### src/rtl/bascomp_pkg.sv
// Shared control-unit definitions for the sequence counter.
// Command encodings, default width and the one-hot helper.
package bascomp_pkg;

  localparam int SC_WIDTH_DEFAULT = 4;
  // Widest one-hot vector the helper can build.
  localparam int SC_MAX_STATES = 256;

  typedef enum logic [1:0] {
    SC_CMD_HOLD = 2'd0,
    SC_CMD_CLR  = 2'd1,
    SC_CMD_LOAD = 2'd2,
    SC_CMD_INC  = 2'd3
  } sc_cmd_e;

  function automatic logic [SC_MAX_STATES-1:0] onehot_of(
    input int unsigned count
  );
    return SC_MAX_STATES'(1) << count;
  endfunction

endpackage

### src/rtl/seq_timing_gen_if.sv
// Command/status bundle between the control unit and the counter.
// master drives commands, slave (the counter) returns status.
interface seq_timing_gen_if #(
  parameter int WIDTH = 4,
  parameter int N     = 16
);

  logic             inc;
  logic             clr;
  logic             load;
  logic [WIDTH-1:0] load_val;
  logic [WIDTH-1:0] seq_count;
  logic [N-1:0]     t_onehot;
  logic             terminal;
  logic             wrapped;
  logic             err_pulse;
  logic             err_sticky;

  modport master (
    output inc, clr, load, load_val,
    input  seq_count, t_onehot, terminal,
    input  wrapped, err_pulse, err_sticky
  );

  modport slave (
    input  inc, clr, load, load_val,
    output seq_count, t_onehot, terminal,
    output wrapped, err_pulse, err_sticky
  );

endinterface

### src/rtl/seq_onehot_dec.sv
// Count to one-hot decode feeding the timing register.
// Supports up to SC_MAX_STATES timing states.
module seq_onehot_dec
  import bascomp_pkg::*;
#(
  parameter int WIDTH = SC_WIDTH_DEFAULT,
  parameter int N     = (1 << WIDTH)
) (
  input  logic [WIDTH-1:0] count_i,
  output logic [N-1:0]     onehot_o
);

  logic [SC_MAX_STATES-1:0] full;

  // Decode through the shared helper, keep the low N timing bits.
  assign full     = onehot_of(32'(count_i));
  assign onehot_o = full[N-1:0];

  // Bits above N are always zero because the count never exceeds N-1.
  if (N < SC_MAX_STATES) begin : g_hi
    logic unused_hi;
    assign unused_hi = |full[SC_MAX_STATES-1:N];
  end

endmodule

### src/rtl/seq_timing_gen.sv
// Sequence counter and T0..Tn timing generator, falling-edge state.
// clr > load > inc > hold, with conflict/illegal-load error flags.
module seq_timing_gen
  import bascomp_pkg::*;
#(
  parameter int WIDTH     = SC_WIDTH_DEFAULT,
  parameter int MAX_COUNT = (1 << WIDTH) - 1,
  parameter int WRAP_MODE = 1
) (
  input logic               clk,
  input logic               rst_n,
  seq_timing_gen_if.slave   bus
);

  localparam int N = MAX_COUNT + 1;
  localparam logic [WIDTH-1:0] MAX_V = WIDTH'(MAX_COUNT);

  sc_cmd_e          cmd;
  logic [WIDTH-1:0] cnt_q, cnt_d;
  logic [N-1:0]     onehot_q, onehot_d;
  logic             wrapped_q, wrapped_d;
  logic             err_pulse_q, err_pulse_d;
  logic             err_sticky_q, err_sticky_d;
  logic             load_bad;
  logic [1:0]       n_cmds;

  // Priority-resolve the command and compute the next count.
  always_comb begin
    cmd       = SC_CMD_HOLD;
    cnt_d     = cnt_q;
    wrapped_d = 1'b0;
    load_bad  = 1'b0;
    if (bus.clr)       cmd = SC_CMD_CLR;
    else if (bus.load) cmd = SC_CMD_LOAD;
    else if (bus.inc)  cmd = SC_CMD_INC;
    unique case (cmd)
      SC_CMD_CLR: cnt_d = '0;
      SC_CMD_LOAD: begin
        if (32'(bus.load_val) <= 32'(MAX_COUNT))
          cnt_d = bus.load_val;
        else
          load_bad = 1'b1;
      end
      SC_CMD_INC: begin
        if (cnt_q != MAX_V) begin
          cnt_d = cnt_q + WIDTH'(1);
        end else if (WRAP_MODE != 0) begin
          cnt_d     = '0;
          wrapped_d = 1'b1;
        end
      end
      default: cnt_d = cnt_q;
    endcase
  end

  // Error flags: more than one command, or an out-of-range load.
  always_comb begin
    n_cmds = {1'b0, bus.clr} + {1'b0, bus.load}
           + {1'b0, bus.inc};
    err_pulse_d  = (n_cmds > 2'd1) | load_bad;
    err_sticky_d = err_sticky_q | err_pulse_d;
  end

  seq_onehot_dec #(
    .WIDTH (WIDTH),
    .N     (N)
  ) u_dec (
    .count_i  (cnt_d),
    .onehot_o (onehot_d)
  );

  // State registers, falling edge so the count settles before rising edge.
  always_ff @(negedge clk or negedge rst_n) begin
    if (!rst_n) begin
      cnt_q        <= '0;
      onehot_q     <= N'(1);
      wrapped_q    <= 1'b0;
      err_pulse_q  <= 1'b0;
      err_sticky_q <= 1'b0;
    end else begin
      cnt_q        <= cnt_d;
      onehot_q     <= onehot_d;
      wrapped_q    <= wrapped_d;
      err_pulse_q  <= err_pulse_d;
      err_sticky_q <= err_sticky_d;
    end
  end

  assign bus.seq_count  = cnt_q;
  assign bus.t_onehot   = onehot_q;
  assign bus.terminal   = (cnt_q == MAX_V);
  assign bus.wrapped    = wrapped_q;
  assign bus.err_pulse  = err_pulse_q;
  assign bus.err_sticky = err_sticky_q;

endmodule

### src/flat_wrapper.sv
// flat-port wrapper written by rule: the top's interface ports become plain ports
module seq_timing_gen_flat import bascomp_pkg::*;
#(
  parameter int WIDTH     = SC_WIDTH_DEFAULT,
  parameter int MAX_COUNT = (1 << WIDTH) - 1,
  parameter int WRAP_MODE = 1
)
  (clk, rst_n, bus_inc, bus_clr, bus_load, bus_load_val, bus_seq_count, bus_t_onehot, bus_terminal, bus_wrapped, bus_err_pulse, bus_err_sticky);
  seq_timing_gen_if #(.WIDTH(WIDTH), .N(16)) bus_i ();
  input logic clk;
  input logic rst_n;
  input wire logic [$bits(bus_i.inc)-1:0] bus_inc;
  input wire logic [$bits(bus_i.clr)-1:0] bus_clr;
  input wire logic [$bits(bus_i.load)-1:0] bus_load;
  input wire logic [$bits(bus_i.load_val)-1:0] bus_load_val;
  output wire logic [$bits(bus_i.seq_count)-1:0] bus_seq_count;
  output wire logic [$bits(bus_i.t_onehot)-1:0] bus_t_onehot;
  output wire logic [$bits(bus_i.terminal)-1:0] bus_terminal;
  output wire logic [$bits(bus_i.wrapped)-1:0] bus_wrapped;
  output wire logic [$bits(bus_i.err_pulse)-1:0] bus_err_pulse;
  output wire logic [$bits(bus_i.err_sticky)-1:0] bus_err_sticky;
  assign bus_i.inc = bus_inc;
  assign bus_i.clr = bus_clr;
  assign bus_i.load = bus_load;
  assign bus_i.load_val = bus_load_val;
  assign bus_seq_count = bus_i.seq_count;
  assign bus_t_onehot = bus_i.t_onehot;
  assign bus_terminal = bus_i.terminal;
  assign bus_wrapped = bus_i.wrapped;
  assign bus_err_pulse = bus_i.err_pulse;
  assign bus_err_sticky = bus_i.err_sticky;
  seq_timing_gen #(.WIDTH(WIDTH), .MAX_COUNT(MAX_COUNT), .WRAP_MODE(WRAP_MODE)) u_core (.clk(clk), .rst_n(rst_n), .bus(bus_i));
endmodule
### config.mk
export PLATFORM = sky130hd
export DESIGN_NAME = seq_timing_gen_flat
export DESIGN_NICKNAME = d
export VERILOG_FILES = /design/src/rtl/bascomp_pkg.sv /design/src/rtl/seq_timing_gen_if.sv /design/src/rtl/seq_onehot_dec.sv /design/src/rtl/seq_timing_gen.sv /design/src/flat_wrapper.sv
export SDC_FILE = /design/constraint.sdc
export NUM_CORES = 1
export LEC_CHECK = 0
export BUFFER_PORTS_ARGS = -buffer_cell sky130_fd_sc_hd__buf_4
export CORE_ASPECT_RATIO = 0.8
export CORE_UTILIZATION = 42
export DETAILED_ROUTE_END_ITERATION = 6
export PLACE_DENSITY = 0.74
export RECOVER_POWER = 50
export SLEW_MARGIN = 40
export SYNTH_ARGS = -nofsm -noshare
export SYNTH_HDL_FRONTEND = slang
export SYNTH_SLANG_ARGS = --single-unit
### constraint.sdc
create_clock -name clk -period 1.5 [get_ports clk]
set_input_delay 0.3 -clock clk [delete_from_list [all_inputs] [get_ports clk]]
set_output_delay 0.3 -clock clk [all_outputs]
set_load 0.01 [all_outputs]
==> results of run 1 <==
-- where the power goes --
group / internal [uW] / leakage, uW / switching, uW
sequential: 654 / 0.000304 / 13.2
combinational: 205 / 0.000605 / 187
clock: 104 / 0.0000230 / 198
-- per-layer routing --
| metal | wire [um] | vias to the layer above | track usage |
|---|---|---|---|
| li1 | - | 426 | - |
| met3 | 195 | 8 | 0.0673 |
| met5 | 0 | - | 0 |
| met2 | 1610 | 45 | 0.371 |
| met1 | 1420 | 458 | 0.282 |
| met4 | 74 | 0 | 0.0300 |
-- critical path, stage by stage, from the launching register on --
cell	delay, ns
sky130_fd_sc_hd__dfrtn_1	0.43
sky130_fd_sc_hd__ha_2	0.21
sky130_fd_sc_hd__nand3_2	0.09
sky130_fd_sc_hd__inv_2	0.09
sky130_fd_sc_hd__buf_6	0.11
-- state kept, by name, summed over array words and instances, names as in the netlist --
signal,count
u_core.bus.t_onehot,16
u_core.bus.wrapped,1
u_core.bus.err_pulse,1
u_core.bus.seq_count,4
u_core.bus.err_sticky,1
-- layout by cell type (no fill, tap or decap), types with 2 or more instances in the layout --
cell                       instances
sky130_fd_sc_hd__and3_4            4
sky130_fd_sc_hd__clkinv_4          2
sky130_fd_sc_hd__nor2_1            3
sky130_fd_sc_hd__or3b_4            2
sky130_fd_sc_hd__buf_6            22
sky130_fd_sc_hd__clkbuf_4          3
sky130_fd_sc_hd__buf_4            46
sky130_fd_sc_hd__buf_12            2
sky130_fd_sc_hd__dfrtn_1          22
sky130_fd_sc_hd__a21o_1            2
sky130_fd_sc_hd__nor3_4            5
sky130_fd_sc_hd__nor3_2            9
-- stage by stage --
| stage | hold WS, ns | power (uW) | instances | setup slack (ns) |
|---|---|---|---|---|
| after floorplan | 0.487 | 802 | 77 | -0.654 |
| after global placement | 0.516 | 925 | 150 | -0.886 |
| after detailed placement | 0.523 | 932 | 150 | -0.911 |
| after CTS | 0.482 | 1260 | 164 | -0.739 |
| after global routing | 0.566 | 1420 | 178 | -0.836 |
| final | 0.544 | 1360 | 178 | -0.790 |
-- cells by family (layout without fill, tap and decap cells) --
logic type	after synthesis	count (layout)
AND/OR/NAND/NOR	34	34
multiplexers	1	1
AO/OA/AOI/OAI	9	9
buffers and inverters	7	83
adder cells (fa/ha/maj)	2	2
XOR/XNOR	1	1
flip-flops	23	23
-- final cells by class --
type	count	area [um^2]	area share
Multi-Input combinational cell	47	517	0.276
Inverter	4	45.0	0.0241
Clock inverter	2	8.76	0.00469
Clock buffer	3	22.5	0.0120
Timing Repair Buffer	72	653	0.349
Timing Repair inverter	2	15.0	0.00803
Tap cell	25	31.3	0.0167
Sequential cell	23	577	0.309
-- worst paths after layout --
check,slack (ns),cells past startpoint,from,end
setup / recovery,-0.79,4,u_core.bus.seq_count[1]$_DFF_NN0_,bus_terminal
hold / removal,0.54,1,rst_n,u_core.bus.err_pulse$_DFF_NN0_
setup reg to reg,-0.41,10,u_core.bus.seq_count[1]$_DFF_NN0_,u_core.bus.t_onehot[7]$_DFF_NN0_
hold reg to reg,0.68,4,u_core.bus.err_sticky$_DFF_NN0_,u_core.bus.err_sticky$_DFF_NN0_
max in group asynchronous,0.45,2,rst_n,u_core.bus.t_onehot[13]$_DFF_NN0_
min in group clk,0.68,4,u_core.bus.err_sticky$_DFF_NN0_,u_core.bus.err_sticky$_DFF_NN0_
-- what timing repair did --
action | 4_1_cts | 5_1_grt
setup endpoints to repair | 46 | 46
setup buffers | 9 | 13
resized for setup | 26 | 32
pin swaps | 14 | 13
cloned | 1 | 1
endpoints found under the hold margin | 0 | 0
==> impl_summary.txt, run 1 <==
----------------------------------------------------
[Floorplanning]
  Cell row count ... 15
  Boundary Pins ... 33
  Std-Cell Core Area ... ~0.0021 mm^2
  Height of the die ... around 45 um
  Effective utilization at floorplan ... 0.444
  Area of the die ... 0.00246 mm^2
  Chip width ... 55.2 um

[STA]
  Final number of setup-violating endpoints ... 46
  Setup TNS ... -20.49 ns
  Number of failing hold endpoints at the final stage ... 0
  Slew at the pin closest to its max-slew limit ... 0.471 ns
  Crit path setup slack, layout ... -0.790 ns
  Count of pins over their slew limit ... 0
  RSZ-0062 raised after global routing ... true
  Slew Limit Headroom ... 0.686
  Final Skew ... roughly 0.078 ns

[GRT]
  First-pass GRT wire length ... roughly 4 mm
  Aggregate global-route resource usage ... 0.217
  Largest net degree at the start of global routing ... 20
  Number of global-route vias before repair ... slightly above 800
  Initial antenna violation count ... 0
  Grt total ovfl ... 0

[CTS]
  Number of CTS-inserted buffers ... 3
  Total clock sinks ... 23
  Total number of H-tree levels ... 1
  Clock-pin slew on the worst setup and hold paths ... about 0.09 ns
  Count of hold-fix buffers inserted at cts ... 0
  Clock Tree Root ... sky130_fd_sc_hd__clkbuf_4
  Clock latency reported for the late side of the worst-skew pair ... about 0.38 ns
  Max Root-Sink Buffers ... 2
  TritonCTS clock tree ... done

[Worst setup path]
  Critical path class ... flip-flop to primary output
  Highest net fanout along the worst path ... 2
  Startpoint type of the worst setup path ... flip-flop
  Data required time at the worst endpoint ... 1.20 ns
  Worst Setup End Kind ... primary output
  Signal arrival time at the worst endpoint ... approximately 2.0 ns

[Routing]
  DRC marker count from the first detailed-route iteration ... 34
  Total detailed-routing wirelength ... between 3 and 4 mm
  Total vias in the final route ... about 940
  Routed length per placed instance ... between 15 and 20 um
  Residual DRC count ... 0
  Remaining antenna violation count ... 0
  Pre-Repair DR Iteration Count ... 4
  Via count normalized by instance count ... roughly 5.3

[Yosys]
  Synthesis-stage register bit count ... 23
  Number of warnings reported in the yosys synthesis log ... 0
  Primary flip-flop cell chosen by synthesis mapping ... sky130_fd_sc_hd__dfrtn_1
  Adder-cell area share of the yosys netlist ... 0.0263
  Post-synthesis xor/xnor area fraction ... 0.00921
  Post-Syn Instances ... 77
  Synth area leaders ... sky130_fd_sc_hd__dfrtn_1 (58%), sky130_fd_sc_hd__nor3_1 (5.3%), sky130_fd_sc_hd__nor3_2 (4.2%), sky130_fd_sc_hd__dfstp_2 (2.8%), sky130_fd_sc_hd__and3_1 (2.6%)
  Synth async-reset ratio ... 1.00
  Post-synthesis compound-gate area fraction ... 0.0711
  Sequential cell area fraction in the yosys report ... 0.607
  Top cell type's share of synthesized area ... 0.579
  Main combinational cell family by area after synthesis ... simple AND/OR/NAND/NOR gates
  Average instance area after synthesis ... 12.3 um^2
  Most common cell in the synthesized netlist ... sky130_fd_sc_hd__dfrtn_1
  Ranking of synthesized cells by instance count ... sky130_fd_sc_hd__dfrtn_1 (22), sky130_fd_sc_hd__nor3_1 (10), sky130_fd_sc_hd__and3_1 (4), sky130_fd_sc_hd__nor3_2 (4)
  Share of cell area taken by muxes after synthesis ... 0.0105
  Leading area contributor after synthesis ... sky130_fd_sc_hd__dfrtn_1
  Number of nets in the synthesized netlist ... between 80 and 90
  Number of distinct library cells after synthesis ... 32
  Post-synth EDFFs ... 0
  Post-synthesis instance area ... roughly 950 um^2
  Simple-Gate Fraction of Synth Area ... 0.225

[Power]
  Maximum vdd ir drop ... 0.796 mV
  Power density over cell area ... around 730 mW/mm^2
  Leakage power figure ... just over 0.0009 uW

[Final layout]
  Number of nets in the final layout ... ~170
  FILL cells ... 93
  Growth of design area from synthesis to finish ... 96.6%
  Layout cells sized above 1 ... 0.771
  # diodes ... 0
  Non-Filler Cell Area, Final ... roughly 0.0019 mm^2
  Utilization of the core after routing ... 0.874

[Flow run]
  Max Cap Viol ... 0

[Place]
  Input/output buffers ... 32
  Cell Area, Placed ... 0.00142 mm^2
  Global placer's final weighted congestion ... 0.789
  Sum of net half-perimeters after detailed placement ... around 1.6 mm

[Min path]
  Hold/Removal Path Class ... input pin to asynchronous set/reset pin

[Status]
  Violations in the final reports ... setup timing
  Result of the run ... finished with violations

----------------------------------------------------
No activity file was read; power rests on OpenSTA's default activity.
==> run 2, diff against run 1 <==
- CORE_UTILIZATION: 42 -> 43
- PLACE_DENSITY: 0.74 -> 0.75
==> impl_summary.txt, run 2 (synthesized netlist as in run 1, its figures left out) <==
----------------------------------------------------
[Routing]
  Total detailed-routing wirelength ... 4.69 mm (was 3.30 mm)
  DRC marker count from the first detailed-route iteration ... 49 (was 34)
  Via count normalized by instance count ... 6.31 (was 5.26)
  Pre-Repair DR Iteration Count ... 4 (unchanged)
  Remaining antenna violation count ... 0 (unchanged)
  Routed length per placed instance ... 27.1 um (was 18.5 um)
  Total vias in the final route ... 1,091 (was 937)
  Residual DRC count ... 0 (unchanged)

[Floorplanning]
  Std-Cell Core Area ... 0.00198 mm^2 (was 0.00214 mm^2)
  Effective utilization at floorplan ... 0.480 (was 0.444)
  Height of the die ... 44.1 um (was 44.6 um)
  Area of the die ... 0.00240 mm^2 (was 0.00246 mm^2)
  Boundary Pins ... 33 (unchanged)
  Cell row count ... 14 (was 15)
  Chip width ... 54.6 um (was 55.2 um)

[Status]
  Violations in the final reports ... setup timing (unchanged)
  Result of the run ... finished with violations (unchanged)

[GRT]
  Initial antenna violation count ... 0 (unchanged)
  First-pass GRT wire length ... 5.33 mm (was 3.99 mm)
  Number of global-route vias before repair ... 1,012 (was 829)
  Aggregate global-route resource usage ... 0.339 (was 0.217)
  Grt total ovfl ... 0 (unchanged)
  Largest net degree at the start of global routing ... 14 (was 20)

[Final layout]
  # diodes ... 0 (unchanged)
  Commonest cells after routing, fill and taps aside ... sky130_fd_sc_hd__buf_4 (40), sky130_fd_sc_hd__buf_6 (22), sky130_fd_sc_hd__dfrtn_1 (22) (was sky130_fd_sc_hd__buf_4 (46), sky130_fd_sc_hd__buf_6 (22), sky130_fd_sc_hd__dfrtn_1 (22))
  Number of nets in the final layout ... 161 (was 165)
  Layout cells sized above 1 ... 0.772 (was 0.771)
  Most common library cell in the layout ignoring fill and taps ... sky130_fd_sc_hd__buf_4 (unchanged)
  Growth of design area from synthesis to finish ... 97.5% (was 96.6%)
  Largest register FFs ... 16 (unchanged)
  Non-Filler Cell Area, Final ... 0.00188 mm^2 (was 0.00187 mm^2)

[Power]
  Maximum vdd ir drop ... 0.893 mV (was 0.796 mV)
  Leakage power figure ... 0.000904 uW (was 0.000933 uW)
  Final total power ... 1420 uW (was 1360 uW)
  Power density over cell area ... 754 mW/mm^2 (was 728 mW/mm^2)

[Min path]
  Hold/Removal Path Class ... input pin to asynchronous set/reset pin (unchanged)

[Place]
  Input/output buffers ... 32 (unchanged)
  Cell Area, Placed ... 0.00145 mm^2 (was 0.00142 mm^2)
  Sum of net half-perimeters after detailed placement ... 1.88 mm (was 1.63 mm)
  Global placer's final weighted congestion ... 0.874 (was 0.789)

[STA]
  Slew Limit Headroom ... 0.545 (was 0.686)
  Final number of setup-violating endpoints ... 46 (unchanged)
  Number of failing hold endpoints at the final stage ... 0 (unchanged)
  Minimum hold slack ... 0.609 ns (was 0.544 ns)
  Count of pins over their slew limit ... 0 (unchanged)
  Crit path setup slack, layout ... -0.848 ns (was -0.790 ns)
  RSZ-0062 raised after global routing ... true (unchanged)
  Slew at the pin closest to its max-slew limit ... 0.683 ns (was 0.471 ns)
  Final Skew ... 0.0822 ns (was 0.0780 ns)
  Setup TNS ... -20.90 ns (was -20.49 ns)

[Worst setup path]
  Critical path class ... flip-flop to primary output (unchanged)
  Startpoint type of the worst setup path ... flip-flop (unchanged)
  Worst Setup End Kind ... primary output (unchanged)
  Highest net fanout along the worst path ... 2 (unchanged)
  Signal arrival time at the worst endpoint ... 2.05 ns (was 1.99 ns)
  Data required time at the worst endpoint ... 1.20 ns (about the same)

[CTS]
  Clock-pin slew on the worst setup and hold paths ... 0.09 ns (about the same)
  Clock latency reported for the late side of the worst-skew pair ... 0.40 ns (was 0.38 ns)
  Clock Tree Root ... sky130_fd_sc_hd__clkbuf_4 (unchanged)
  TritonCTS clock tree ... done (unchanged)
  Total number of H-tree levels ... 1 (unchanged)
  Total clock sinks ... 23 (unchanged)
  Number of CTS-inserted buffers ... 3 (unchanged)
  Max Root-Sink Buffers ... 2 (unchanged)
  Count of hold-fix buffers inserted at cts ... 0 (unchanged)

[Flow run]
  Max Cap Viol ... 0 (unchanged)

----------------------------------------------------
-- run 2: changes by cell type in the layout (fill, tap and decap cells not counted), moves of 2 or more --
cell and delta:
sky130_fd_sc_hd__a211oi_4 +2, sky130_fd_sc_hd__and3_1 +2, sky130_fd_sc_hd__buf_4 -6, sky130_fd_sc_hd__and3_4 -2
-- run 2: path summary, 6_finish.rpt --
| check | startpoint | to | slack, ns | cells after the start |
|---|---|---|---|---|
| hold reg to reg | u_core.bus.err_sticky$_DFF_NN0_ | u_core.bus.err_sticky$_DFF_NN0_ | 0.66 | 3 |
| min in group clk | u_core.bus.err_sticky$_DFF_NN0_ | u_core.bus.err_sticky$_DFF_NN0_ | 0.66 | 3 |
| setup / recovery | u_core.bus.seq_count[1]$_DFF_NN0_ | bus_terminal | -0.85 | 4 |
| hold / removal | rst_n | u_core.bus.t_onehot[3]$_DFF_NN0_ | 0.61 | 1 |
| max in group asynchronous | rst_n | u_core.bus.seq_count[0]$_DFF_NN0_ | 0.09 | 2 |
| setup reg to reg | u_core.bus.seq_count[1]$_DFF_NN0_ | u_core.bus.t_onehot[1]$_DFF_NN0_ | -0.58 | 10 |
-- run 2: area by class of cell --
| type | instances | area [um^2] |
|---|---|---|
| timing repair buffer | 67 | 612 |
| sequential | 23 | 577 |
| multi-input combinational | 48 | 569 |
| fill | 44 | 101 |
| inverter | 4 | 45.0 |
| tap | 24 | 30.0 |
| clock buffer | 3 | 22.5 |
| timing repair inverter | 2 | 13.8 |
| clock inverter | 2 | 8.76 |
-- run 2: worst max-delay path, cell delays in order (launching register included) --
cell and delay [ns]:
sky130_fd_sc_hd__dfrtn_1 0.48, sky130_fd_sc_hd__ha_2 0.21, sky130_fd_sc_hd__nand3_2 0.10, sky130_fd_sc_hd__inv_2 0.09
sky130_fd_sc_hd__buf_6 0.10
-- run 2: stage by stage --
step           std cells  utilization  setup WS [ns]
2_1_floorplan         77            -         -0.654
3_3_place_gp         151        0.730         -0.899
3_5_place_dp         151        0.730         -0.919
4_1_cts              171        0.879         -0.710
5_1_grt              173        0.949         -0.855
6_report             173        0.949         -0.848
-- run 2: where the power goes --
part / switching, uW / total, uW / internal (uW)
clock: 222 / 326 / 104
sequential: 17.1 / 671 / 654
combinational: 218 / 418 / 200
total: 457 / 1420 / 958
-- run 2: metal layers --
metal,GRT usage,vias up,part of all wire
li1,-,422,-
met1,0.421,531,0.35
met3,0.110,35,0.096
met2,0.529,103,0.48
met5,0,-,0
met4,0.164,0,0.076
-- run 2: what timing repair did --
item | CTS | global route
cloned | 3 | 0
resized for setup | 34 | 31
setup endpoints to repair | 46 | 46
pin swaps | 15 | 12
buffers inserted | 14 | 7
==> run 3, diff against run 2 <==
- CORE_UTILIZATION: 43 -> 45
- CTS_BUF_LIST: default -> sky130_fd_sc_hd__clkbuf_4 sky130_fd_sc_hd__clkbuf_8
- PLACE_DENSITY: 0.75 -> 0.78
==> impl_summary.txt, run 3 <==
----------------------------------------------------
[Yosys]
  Most common cell in the synthesized netlist ... sky130_fd_sc_hd__dfrtn_1 (unchanged)
  Post-synth EDFFs ... 0 (unchanged)
  Top cell type's share of synthesized area ... 0.579 (unchanged)
  Synth area leaders ... sky130_fd_sc_hd__dfrtn_1 (58%), sky130_fd_sc_hd__nor3_1 (5.3%), sky130_fd_sc_hd__nor3_2 (4.2%), sky130_fd_sc_hd__dfstp_2 (2.8%), sky130_fd_sc_hd__and3_1 (2.6%) (unchanged)
  Post-Syn Instances ... 77 (unchanged)
  Number of nets in the synthesized netlist ... 88 (unchanged)
  Sequential cell area fraction in the yosys report ... 0.607 (unchanged)
  Number of distinct library cells after synthesis ... 32 (unchanged)
  Ranking of synthesized cells by instance count ... sky130_fd_sc_hd__dfrtn_1 (22), sky130_fd_sc_hd__nor3_1 (10), sky130_fd_sc_hd__and3_1 (4), sky130_fd_sc_hd__nor3_2 (4) (unchanged)
  Synthesis-stage register bit count ... 23 (unchanged)
  Leading area contributor after synthesis ... sky130_fd_sc_hd__dfrtn_1 (unchanged)
  Primary flip-flop cell chosen by synthesis mapping ... sky130_fd_sc_hd__dfrtn_1 (unchanged)
  Average instance area after synthesis ... 12.3 um^2 (unchanged)
  Number of warnings reported in the yosys synthesis log ... 0 (unchanged)
  Synth async-reset ratio ... 1.00 (unchanged)
  Post-synthesis instance area ... 951 um^2 (unchanged)

[Status]
  First error line in the log ... [ERROR DPL-0033] detailed placement checks failed during check placement.
  Last stage the flow got to ... 5_1_grt
  Result of the run ... stopped before the end (was finished with violations)

[GRT]
  Initial antenna violation count ... 0
  Largest net degree at the start of global routing ... 14

[CTS]
  Total number of H-tree levels ... 1 (unchanged)
  Total clock sinks ... 23 (unchanged)
  Max Root-Sink Buffers ... 2 (unchanged)
  Number of CTS-inserted buffers ... 3 (unchanged)
  Clock Tree Root ... sky130_fd_sc_hd__clkbuf_4 (unchanged)

[Floorplanning]
  Boundary Pins ... 33 (unchanged)
  Cell row count ... 14 (unchanged)
  Height of the die ... 43.1 um (was 44.1 um)
  Chip width ... 53.4 um (was 54.6 um)
  Effective utilization at floorplan ... 0.494 (was 0.480)

[Place]
  Cell Area, Placed ... 0.00143 mm^2 (was 0.00145 mm^2)
  Count of placed standard cells including taps ... 151 (unchanged)
  Sum of net half-perimeters after detailed placement ... 1.69 mm (was 1.88 mm)
  Global placer's final weighted congestion ... 0.851 (was 0.874)
  Input/output buffers ... 32 (unchanged)

[STA]
  Pin type at the end of the worst path ... top-level output
  Worst EP post-GRT repair ... bus_terminal

----------------------------------------------------
[run 3: cell counts after synthesis]
No cell type changed its count.
[run 3: stage by stage]
step / util / hold WS [ns] / worst slack [ns]
after floorplan: - / 0.487 / -0.654
after global placement: 0.744 / 0.514 / -0.879
after detailed placement: 0.744 / 0.518 / -0.870
after CTS: 0.875 / 0.443 / -0.744
[run 3: kinds of logic after synthesis]
family          count (synthesis)  synth area share
compound gates                  9            0.0710
xor+xnor                        1           0.00921
fa+ha+maj                       2            0.0263
buf+inv                         7            0.0513
simple gates                   34             0.225
flops                          23             0.607
mux                             1            0.0105
[run 3: what timing repair did]
item | in CTS
hold buffers | 0
gates cloned | 1
setup endpoints to repair | 46
buffers inserted | 11
endpoints found under the hold margin | 0
pin swaps | 12
resized for setup | 32
==> run 4, diff against run 3 <==
- CORE_AREA: default -> 2 2 63 65
- CORE_ASPECT_RATIO: 0.8 -> default
- CORE_UTILIZATION: 45 -> default
- CTS_BUF_LIST: sky130_fd_sc_hd__clkbuf_4 sky130_fd_sc_hd__clkbuf_8 -> default
- DIE_AREA: default -> 0 0 65 67
- PLACE_DENSITY: 0.78 -> default
- PLACE_DENSITY_LB_ADDON: default -> 0.15
- clock period: 1.5 -> 1.95 ns (I/O delays scaled with it)
==> impl_summary.txt, run 4 (synthesized netlist as in run 1, its figures left out) <==
----------------------------------------------------
[Power]
  Power density over cell area ... around 550 mW/mm^2
  Maximum vdd ir drop ... about 0.33 mV
  Leakage power figure ... slightly below 0.001 uW
  Final total power ... 1110 uW

[GRT]
  Number of global-route vias before repair ... roughly 1,000
  Initial antenna violation count ... 0
  Grt total ovfl ... 0
  Met2 demand-to-capacity share in global routing ... 0.269
  Largest net degree at the start of global routing ... 19
  First-pass GRT wire length ... roughly 4.8 mm
  Aggregate global-route resource usage ... 0.146
  Met3 GRT Util ... 0.0321
  Layer with the highest usage ... met2
  GR Layer Usage met1 ... 0.173

[Final layout]
  Growth of design area from synthesis to finish ... 112%
  Multi-input gate area ... between 500 and 600 um^2
  FILL cells ... 289
  Most common library cell in the layout ignoring fill and taps ... sky130_fd_sc_hd__buf_4
  # diodes ... 0
  Non-Filler Cell Area, Final ... between 0.002 and 0.0025 mm^2
  Commonest cells after routing, fill and taps aside ... sky130_fd_sc_hd__buf_4 (59), sky130_fd_sc_hd__dfrtn_1 (22), sky130_fd_sc_hd__buf_6 (17)
  Largest register FFs ... 16
  Layout cells sized above 1 ... 0.785
  Number of nets in the final layout ... roughly 180
  Sequential cell area ... a little under 600 um^2

[CTS]
  Clock latency reported for the late side of the worst-skew pair ... between 0.3 and 0.4 ns
  Clock-pin slew on the worst setup and hold paths ... about 0.05 ns
  TritonCTS clock tree ... done
  Max Root-Sink Buffers ... 2 (unchanged)
  Total clock sinks ... 23 (unchanged)
  Clock Tree Root ... sky130_fd_sc_hd__clkbuf_8 (was sky130_fd_sc_hd__clkbuf_4)
  Total number of H-tree levels ... 1 (unchanged)
  Number of CTS-inserted buffers ... 3 (unchanged)

[STA]
  Setup TNS ... -13.63 ns
  Shortest clock period the worst path allows after layout ... 2.52 ns
  Number of failing hold endpoints at the final stage ... 0
  Share of the cycle needed by the critical path after routing ... 1.29
  Slew Limit Headroom ... 0.395
  Count of pins over their slew limit ... 0
  Upper clock frequency limit ... 399 MHz
  Slew at the pin closest to its max-slew limit ... between 0.9 and 1 ns
  Final number of setup-violating endpoints ... 45
  Final Skew ... 0.0510 ns
  RSZ-0062 raised after global routing ... true
  Crit path setup slack, layout ... -0.565 ns

[Place]
  Input/output buffers ... 32 (unchanged)
  Cell Area, Placed ... 0.00148 mm^2 (was 0.00143 mm^2)
  Global placer's final weighted congestion ... 0.840 (was 0.851)
  Sum of net half-perimeters after detailed placement ... 1.80 mm (was 1.69 mm)

[Worst setup path]
  Reg-to-reg startpoint ... u_core.bus.seq_count[1]$_DFF_NN0_
  Reg2Reg Depth ... 17
  Reg2Reg Setup Slack ... -0.57 ns
  Critical R2R Capture ... u_core.bus.wrapped$_DFF_NN0_
  Worst setup path startpoint ... u_core.bus.seq_count[1]$_DFF_NN0_
  Startpoint type of the worst setup path ... flip-flop
  Signal arrival time at the worst endpoint ... approximately 2.1 ns
  Worst Setup End Kind ... primary output
  Highest net fanout along the worst path ... 2
  Worst setup path end ... bus_terminal
  Critical path class ... flip-flop to primary output
  Data required time at the worst endpoint ... about 1.6 ns

[Routing]
  Routed length per placed instance ... 15.4 um
  Total detailed-routing wirelength ... between 3 and 4 mm
  DRC marker count from the first detailed-route iteration ... 27
  Remaining antenna violation count ... 0
  Total vias in the final route ... 953
  Residual DRC count ... 0
  Via count normalized by instance count ... roughly 4.5
  Pre-Repair DR Iteration Count ... 4

[Status]
  Result of the run ... finished with violations (was stopped before the end)
  Violations in the final reports ... setup timing

[Floorplanning]
  Boundary Pins ... 33 (unchanged)
  Height of the die ... 67 um (was 43.1 um)
  Cell row count ... 22 (was 14)
  Chip width ... 65 um (was 53.4 um)
  Area of the die ... about 0.0044 mm^2
  Effective utilization at floorplan ... 0.264 (was 0.494)
  Std-Cell Core Area ... ~0.0036 mm^2

[Flow run]
  Max Cap Viol ... 0

[Min path]
  Hold/Removal Path Class ... flip-flop to flip-flop

----------------------------------------------------
## run 4: per-stage QoR
stage               hold slack (ns)  setup slack (ns)   util  instances
floorplan                     0.487            -0.519      -         77
global placement              0.430            -0.744  0.410        177
detailed placement            0.448            -0.754  0.410        177
CTS                           0.524            -0.563  0.509        204
global route                  0.534            -0.606  0.558        211
finish                        0.519            -0.565  0.558        211
## run 4: worst min path at each step
stage	startpoint	to	cells after the start
finish	u_core.bus.err_sticky$_DFF_NN0_	u_core.bus.err_sticky$_DFF_NN0_	2
global route	u_core.bus.err_sticky$_DFF_NN0_	u_core.bus.err_sticky$_DFF_NN0_	2
CTS	u_core.bus.err_sticky$_DFF_NN0_	u_core.bus.err_sticky$_DFF_NN0_	2
detailed placement	u_core.bus.err_sticky$_DFF_NN0_	u_core.bus.err_sticky$_DFF_NN0_	1
global placement	u_core.bus.err_sticky$_DFF_NN0_	u_core.bus.err_sticky$_DFF_NN0_	1
floorplan	u_core.bus.err_sticky$_DFF_NN0_	u_core.bus.err_sticky$_DFF_NN0_	1
## run 4: report_power, final
| part | total (uW) | leakage, uW | internal, uW | switching, uW |
|---|---|---|---|---|
| clock | 291 | 0.0000322 | 143 | 148 |
| combinational | 307 | 0.000637 | 162 | 145 |
| sequential | 512 | 0.000304 | 503 | 9.41 |
## run 4: critical path, cell delays in order, from the launching register on
cell                      delay [ns]
sky130_fd_sc_hd__dfrtn_1        0.42
sky130_fd_sc_hd__ha_2           0.19
sky130_fd_sc_hd__nand3_2        0.08
sky130_fd_sc_hd__inv_2          0.08
sky130_fd_sc_hd__buf_6          0.10
## run 4: final cells by class
class / count / share of cell area
multi-input cells: 48 / 0.276
clock buffers: 3 / 0.0205
flip-flops and latches: 23 / 0.287
inverters: 4 / 0.0224
clock inverters: 2 / 0.00373
well taps: 48 / 0.0298
repair inverters: 2 / 0.00684
repair buffers: 81 / 0.354
## run 4: routing by layer
| layer | share of wire | vias up |
|---|---|---|
| met5 | 0 | - |
| met4 | 0.0083 | 0 |
| met3 | 0.026 | 2 |
| met2 | 0.56 | 15 |
| met1 | 0.41 | 487 |
| li1 | - | 449 |
## run 4: repair_timing
action / CTS / global route
resized for setup: 34 / 23
setup endpoints to repair: 45 / 46
hold buffers: 0 / 0
buffers inserted: 21 / 7
cloned: 3 / 0
pin swaps: 13 / 10
